--- src/rtl/meteor_pkg.sv ---
// Shared types and constants for the meteor-field gameplay blocks.
package meteor_pkg;

  typedef enum logic [1:0] {
    IDLE      = 2'd0,
    PLAY      = 2'd1,
    GAME_OVER = 2'd2
  } state_t;

  // Feedback taps for x^16+x^14+x^13+x^11: bits 15, 13, 12, 10
  localparam logic [15:0] LFSR_TAPS    = 16'hB400;
  localparam logic [15:0] DEFAULT_SEED = 16'hACE1;
  localparam int          DEFAULT_COLS = 8;
  localparam int          DEFAULT_ROWS = 8;

  function automatic logic [15:0] lfsr_next(input logic [15:0] l);
    return {l[14:0], ^(l & LFSR_TAPS)};
  endfunction

endpackage

--- src/rtl/meteor_field_lfsr16.sv ---
// Free-running 16-bit Fibonacci LFSR; advances every clock regardless of game state.
module lfsr16
  import meteor_pkg::*;
#(
  parameter logic [15:0] SEED = DEFAULT_SEED
) (
  input  logic        clk_in,
  input  logic        reset_n,
  output logic [15:0] q
);

  logic [15:0] r_lfsr;

  always_ff @(posedge clk_in or negedge reset_n) begin
    if (!reset_n) begin
      r_lfsr <= SEED;
    end else begin
      r_lfsr <= lfsr_next(r_lfsr);
    end
  end

  assign q = r_lfsr;

endmodule

--- src/rtl/meteor_field.sv ---
// Meteor field gameplay core: turns game_clk rises into ticks, scrolls the grid,
// spawns meteors from an LFSR, detects the player collision and counts dodges.
module meteor_field
  import meteor_pkg::*;
#(
  parameter int          COLS       = DEFAULT_COLS,
  parameter int          ROWS       = DEFAULT_ROWS,
  parameter logic [7:0]  SPAWN_RATE = 8'd96,
  parameter logic [15:0] SEED       = DEFAULT_SEED
) (
  input  logic                      clk_in,
  input  logic                      reset_n,
  input  logic                      game_clk,
  input  logic                      start,
  input  logic [$clog2(COLS)-1:0]   player_col,
  output logic [ROWS*COLS-1:0]      field,
  output logic [15:0]               score,
  output logic                      game_over,
  output logic                      tick_o
);

  localparam int CW = $clog2(COLS);

  state_t                 r_state;
  logic [ROWS*COLS-1:0]   r_field;
  logic [15:0]            r_score;
  logic                   r_gclk_q;
  logic                   r_tick_o;

  logic                   w_tick;
  logic [15:0]            w_lfsr;
  logic [CW-1:0]          w_spawn_col;
  logic [COLS-1:0]        w_spawn_row;
  logic [COLS-1:0]        w_entry_row;
  logic [COLS-1:0]        w_exit_row;
  logic                   w_hit;
  logic [ROWS*COLS-1:0]   w_field_shift;

  lfsr16 #(.SEED(SEED)) u_lfsr (
    .clk_in  (clk_in),
    .reset_n (reset_n),
    .q       (w_lfsr)
  );

  assign w_tick = game_clk & ~r_gclk_q;

  // COLS is a power of two, so the modulo is just the low column bits of the LFSR
  assign w_spawn_col = CW'(w_lfsr[7:0] % 8'(COLS));
  assign w_spawn_row = (w_lfsr[15:8] < SPAWN_RATE) ? (COLS'(1) << w_spawn_col) : '0;

  assign w_entry_row   = r_field[(ROWS-2)*COLS +: COLS];
  assign w_exit_row    = r_field[(ROWS-1)*COLS +: COLS];
  assign w_hit         = w_entry_row[player_col];
  assign w_field_shift = {r_field[(ROWS-1)*COLS-1:0], w_spawn_row};

  always_ff @(posedge clk_in or negedge reset_n) begin
    if (!reset_n) begin
      r_state  <= IDLE;
      r_field  <= '0;
      r_score  <= '0;
      r_gclk_q <= 1'b0;
      r_tick_o <= 1'b0;
    end else begin
      r_gclk_q <= game_clk;
      r_tick_o <= w_tick;
      case (r_state)
        IDLE: begin
          r_field <= '0;
          if (start) begin
            r_score <= '0;
            r_state <= PLAY;
          end
        end
        PLAY: begin
          if (w_tick) begin
            r_field <= w_field_shift;
            // Only the entry into the player row can collide; a meteor leaving it is a dodge
            if (w_hit) begin
              r_state <= GAME_OVER;
            end else if ((|w_exit_row) && (r_score != 16'hFFFF)) begin
              r_score <= r_score + 16'd1;
            end
          end
        end
        GAME_OVER: begin
          if (start) begin
            r_field <= '0;
            r_score <= '0;
            r_state <= PLAY;
          end
        end
        default: begin
          r_state <= IDLE;
        end
      endcase
    end
  end

  assign field     = r_field;
  assign score     = r_score;
  assign game_over = (r_state == GAME_OVER);
  assign tick_o    = r_tick_o;

endmodule

--- config.mk ---
export PLATFORM = sky130hd
export DESIGN_NAME = meteor_field
export DESIGN_NICKNAME = d
export VERILOG_FILES = /design/src/rtl/meteor_pkg.sv /design/src/rtl/meteor_field_lfsr16.sv /design/src/rtl/meteor_field.sv
export SDC_FILE = /design/constraint.sdc
export NUM_CORES = 1
export LEC_CHECK = 0
export CAP_MARGIN = 40
export CORE_MARGIN = 2
export CORE_UTILIZATION = 39
export CTS_BUF_LIST = sky130_fd_sc_hd__clkbuf_8
export DETAILED_ROUTE_END_ITERATION = 8
export GPL_TIMING_DRIVEN = 0
export PLACE_DENSITY = 0.75
export SKIP_CTS_REPAIR_TIMING = 1
export SLEW_MARGIN = 20
export SYNTH_ARGS = -nofsm -noshare
export SYNTH_HDL_FRONTEND = slang
export SYNTH_SLANG_ARGS = --single-unit
--- constraint.sdc ---
create_clock -name clk_in -period 5.6 [get_ports clk_in]
set_clock_uncertainty 0.15 [all_clocks]
set_input_delay 1.12 -clock clk_in [delete_from_list [all_inputs] [get_ports clk_in]]
set_output_delay 1.12 -clock clk_in [all_outputs]
set_load 0.01 [all_outputs]
==> flow_results.org, run 1 <==
** Critical path
- Number of cells on the worst reg-to-reg path :: 8
- Setup crit start kind :: input port
- Data on the critical path is required at its endpoint by approximately 5.7 ns.
- Setup slack on the worst reg-to-reg path comes out at ~3.0 ns.
- Setup Crit Path Kind :: in -> reg
- The startpoint identified for the worst register-to-register timing path is score[0]$_DFFE_PN0P_.
- Worst flop-to-flop path endpoint :: score[7]$_DFFE_PN0P_
- Arrival time of data at the critical path endpoint :: 3.50 ns
- The worst setup path is captured at a flip-flop.
- Critical-path maximum fanout :: 10

** STA
- Static timing analysis puts the maximum clock frequency at 0.2944 GHz.
- For the pin with the worst max-slew slack, the measured transition is around 0.62 ns.
- Fin crit period :: 3.397 ns
- Number of endpoints with negative hold slack in the final report :: 0
- Once routing completed, OpenROAD measured the worst setup slack at 2.203 ns.
- The worst pin sits at a relative slew slack of 0.5854.
- RSZ-0062 raised after global routing :: no
- Pins Over Slew Limit :: 0
- Of the available clock period, the critical path in the final layout requires 0.6066.
- Final setup violation count :: 0

** CTS
- Clock-pin slew was measured on the worst setup and hold paths at 0.10 ns.
- TritonCTS built the clock tree.
- Clock tree root driver cell :: sky130_fd_sc_hd__clkbuf_8
- Buffers inserted during clock tree synthesis total 9.
- The clock tree synthesis step divided the H-tree into 3 levels.
- For the worst-skew pair, the clock arrives at the later sink with an insertion delay of about 0.36 ns.
- In this run the deepest clock path goes through 2 buffers.
- Clock Sink Count :: 100

** Hold path
- Type of the tightest min-delay check :: reg -> reg
- The worst hold path terminates at u_lfsr.q[10]$_DFF_PN1_.
- Launch point of the worst hold path :: u_lfsr.q[9]$_DFF_PN0_
- Hold Path Cell Cnt :: 0

** Yosys
- Gate count of the mapped netlist :: 422
- The number of nets handed over by synthesis was 430.
- Of the post-synthesis cell area, the dominant cell type holds 0.5559.
- Most area-hungry cell type in the Yosys netlist :: sky130_fd_sc_hd__dfrtp_1
- Counting flops with a built-in enable in the synthesized netlist gives 0.
- By instance count, the leading cell after synthesis is sky130_fd_sc_hd__nand2_1.
- Post-synth top flop :: sky130_fd_sc_hd__dfrtp_1
- Sorting the synthesized cells by area gives the leading types as sky130_fd_sc_hd__dfrtp_1 (56%), sky130_fd_sc_hd__nand2_1 (12%), sky130_fd_sc_hd__o21ai_0 (8.1%).
- The share of the Yosys chip area taken by registers is 0.6066.
- Most frequent cells after synthesis :: sky130_fd_sc_hd__nand2_1 (135), sky130_fd_sc_hd__dfrtp_1 (92), sky130_fd_sc_hd__o21ai_0 (67)
- Each instance of the synthesized netlist takes up on average slightly below 10 um2.
- Post-synthesis async set-or-reset flop share :: 1.000
- Flop and latch count out of synthesis :: 100
- Distinct cell type count after synthesis :: 39
- Yosys Warn Count :: 0
- The mapped netlist covers 4141 um2.

** Global routing
- The number of global-route vias before repair came to around 3300.
- Global-route wire length before repair :: approximately 16000 um
- Total routing resource utilization after global routing :: 0.1774
- Entering global routing, the biggest net connects 54 pins.
- Antenna violations before repair :: 0
- Total congestion overflow :: 0

** Route
- Total met3 wirelength after detailed routing :: 626 um
- Routed metal-1 wire length :: approximately 4500 um
- For this run, design rule violations remaining after detail routing come to 0.
- For this run, the detailed router's first-pass iteration total came to 5.
- DR top layer :: met4
- DRC violation total after the first TritonRoute iteration :: around 170
- Vias/cell :: around 5.3
- Once detail routing completed, the nets flagged for antenna violations numbered 0.
- Routed wire per std cell :: 15.03 um
- The final layout contains routed wiring with a total length of roughly 10000 um.
- Total via count after detailed routing :: 3509
- Met2 Wirelength :: 4734 um

** Status
- The run finished with clean final reports.

** Floorplan
- The die is 107.1 um tall.
- Total die area :: 11460 um2
- Pin placement for this block handled roughly 90 I/O pins.
- The core region is 10320 um2.
- Number of rows created at floorplan :: 37
- In this run the horizontal extent of the chip is between 100 and 150 um.
- For this configuration, the core starts out at a cell density of 0.4012.

** Layout
- The final layout contains 530 nets.
- Area delta synth->final :: 31.12%
- Once layout is done, the placed cells without fillers occupy 5430 um2.
- Proportion of layout cells with a drive suffix above 1 :: 0.05693
- The sequential cells in the finished layout cover a total of approximately 2500 um2.
- Final cell utilization of the core :: 0.5260
- Layout filler cell count :: 914
- In the final layout, the multi-input gates occupy 1498 um2.
- Antenna cell count :: 0

** Pwr
- The design draws around 1.8 mW.
- The worst-case IR drop observed on VDD is roughly 0.17 mV.
- Power spread over the standard cell area amounts to 328.7 nW/um2.
- Static Leakage :: 2.245 nW

** Place
- In this run the cell area measured after placement is between 5000 and 6000 um2.
- Port Buffers :: between 80 and 90
- After legalization and detailed placement, the total HPWL measured 7232 um.
- Routability congestion estimate :: 0.8314
- Place WS :: 1.833 ns

** Flow run
- Across the run, the number of max-cap violations was 0.
state kept, by name, indices dropped and copies added, names as in the netlist:
| register | flops |
|---|---|
| field | 64 |
| r_state | 2 |
| u_lfsr.q | 16 |
| score | 16 |
| r_gclk_q | 1 |
| tick_o | 1 |
area by class of cell:
class,instances,area share
flip-flops and latches,100,0.4627
multi-input cells,291,0.2758
repair buffers,89,0.1675
well taps,136,0.03134
clock buffers,9,0.02281
plain buffers,26,0.02074
clock inverters,7,0.01567
inverters,5,0.003456
power breakdown:
part / total, mW / switching, mW / internal [mW]
clock network: 0.479 / 0.265 / 0.214
logic: 0.466 / 0.278 / 0.188
registers: 0.840 / 0.0618 / 0.778
total: 1.78 / 0.605 / 1.18
worst max path at each step:
| stage | to | depth (start not counted) | from | slack, ns |
|---|---|---|---|---|
| 6_report | score[13]$_DFFE_PN0P_ | 7 | player_col[0] | 2.20 |
| 5_1_grt | score[9]$_DFFE_PN0P_ | 7 | player_col[0] | 2.11 |
| 4_1_cts | score[9]$_DFFE_PN0P_ | 7 | player_col[0] | 2.22 |
| 3_5_place_dp | score[9]$_DFFE_PN0P_ | 7 | player_col[0] | 1.83 |
| 3_3_place_gp | score[4]$_DFFE_PN0P_ | 1 | reset_n | -0.29 |
| 2_1_floorplan | score[15]$_DFFE_PN0P_ | 6 | player_col[0] | 2.49 |
kinds of logic (layout without fill, tap and decap cells):
kind of cell	after synthesis	after routing	share of synthesized area
AND/OR/NAND/NOR	172	172	0.1734
AO/OA/AOI/OAI	112	112	0.1634
flip-flops	100	100	0.6066
buffers and inverters	31	136	0.03172
XOR/XNOR	3	3	0.006346
multiplexers	3	3	0.01541
adder cells (fa/ha/maj)	1	1	0.003021
cell usage in the layout (no fill, tap or decap), drive strengths merged, types with 5 or more instances in the layout:
master         Yosys  final
a21oi              6      6
a31oi             10     10
and3               5      5
buf                4      6
clkbuf            22     31
clkdlybuf4s50      0     87
dfrtp             92     92
dfstp              8      8
inv                5      7
nand2            135    135
nand3              7      7
nor2               5      5
o21ai             67     67
o31ai              8      8
critical path, cell delays in order:
cell	delay [ns]
sky130_fd_sc_hd__clkdlybuf4s50_1	0.51
sky130_fd_sc_hd__mux4_1	0.55
sky130_fd_sc_hd__mux2_2	0.32
sky130_fd_sc_hd__a211oi_2	0.51
sky130_fd_sc_hd__buf_6	0.23
sky130_fd_sc_hd__o21ai_0	0.09
sky130_fd_sc_hd__o22a_1	0.17
metrics by stage:
step,hold WS [ns],setup TNS [ns],cells
4_1_cts,0.2016,0,663
3_5_place_dp,0.1863,0,647
6_report,0.1954,0,663
5_1_grt,0.2038,0,663
2_1_floorplan,0.1812,0,422
3_3_place_gp,0.1872,-26.67,646
per-layer routing:
| metal | up-vias | track usage |
|---|---|---|
| li1 | 1662 | - |
| met1 | 1715 | 0.2528 |
| met2 | 124 | 0.2731 |
| met3 | 8 | 0.03830 |
| met4 | 0 | 0.05195 |
| met5 | - | 0 |
Power figures use the tool's default switching activity.
==> run 2: changes to the inputs <==
- clock period: 5.6 -> 3.3 ns (I/O delays scaled with it)
==> results of run 2 <==
The final DEF is identical to that of run 1. Status: completed.
Among the figures that moved: setup slack after placement 1.833 ns -> -0.007222 ns; setup slack after layout 2.203 ns -> 0.3633 ns; hold slack 0.1954 ns -> 0.07067 ns; register-to-register setup slack 3.01 ns -> 0.71 ns; total power 1.785 mW -> 3.029 mW; worst IR drop on VDD 0.1688 mV -> 0.2865 mV
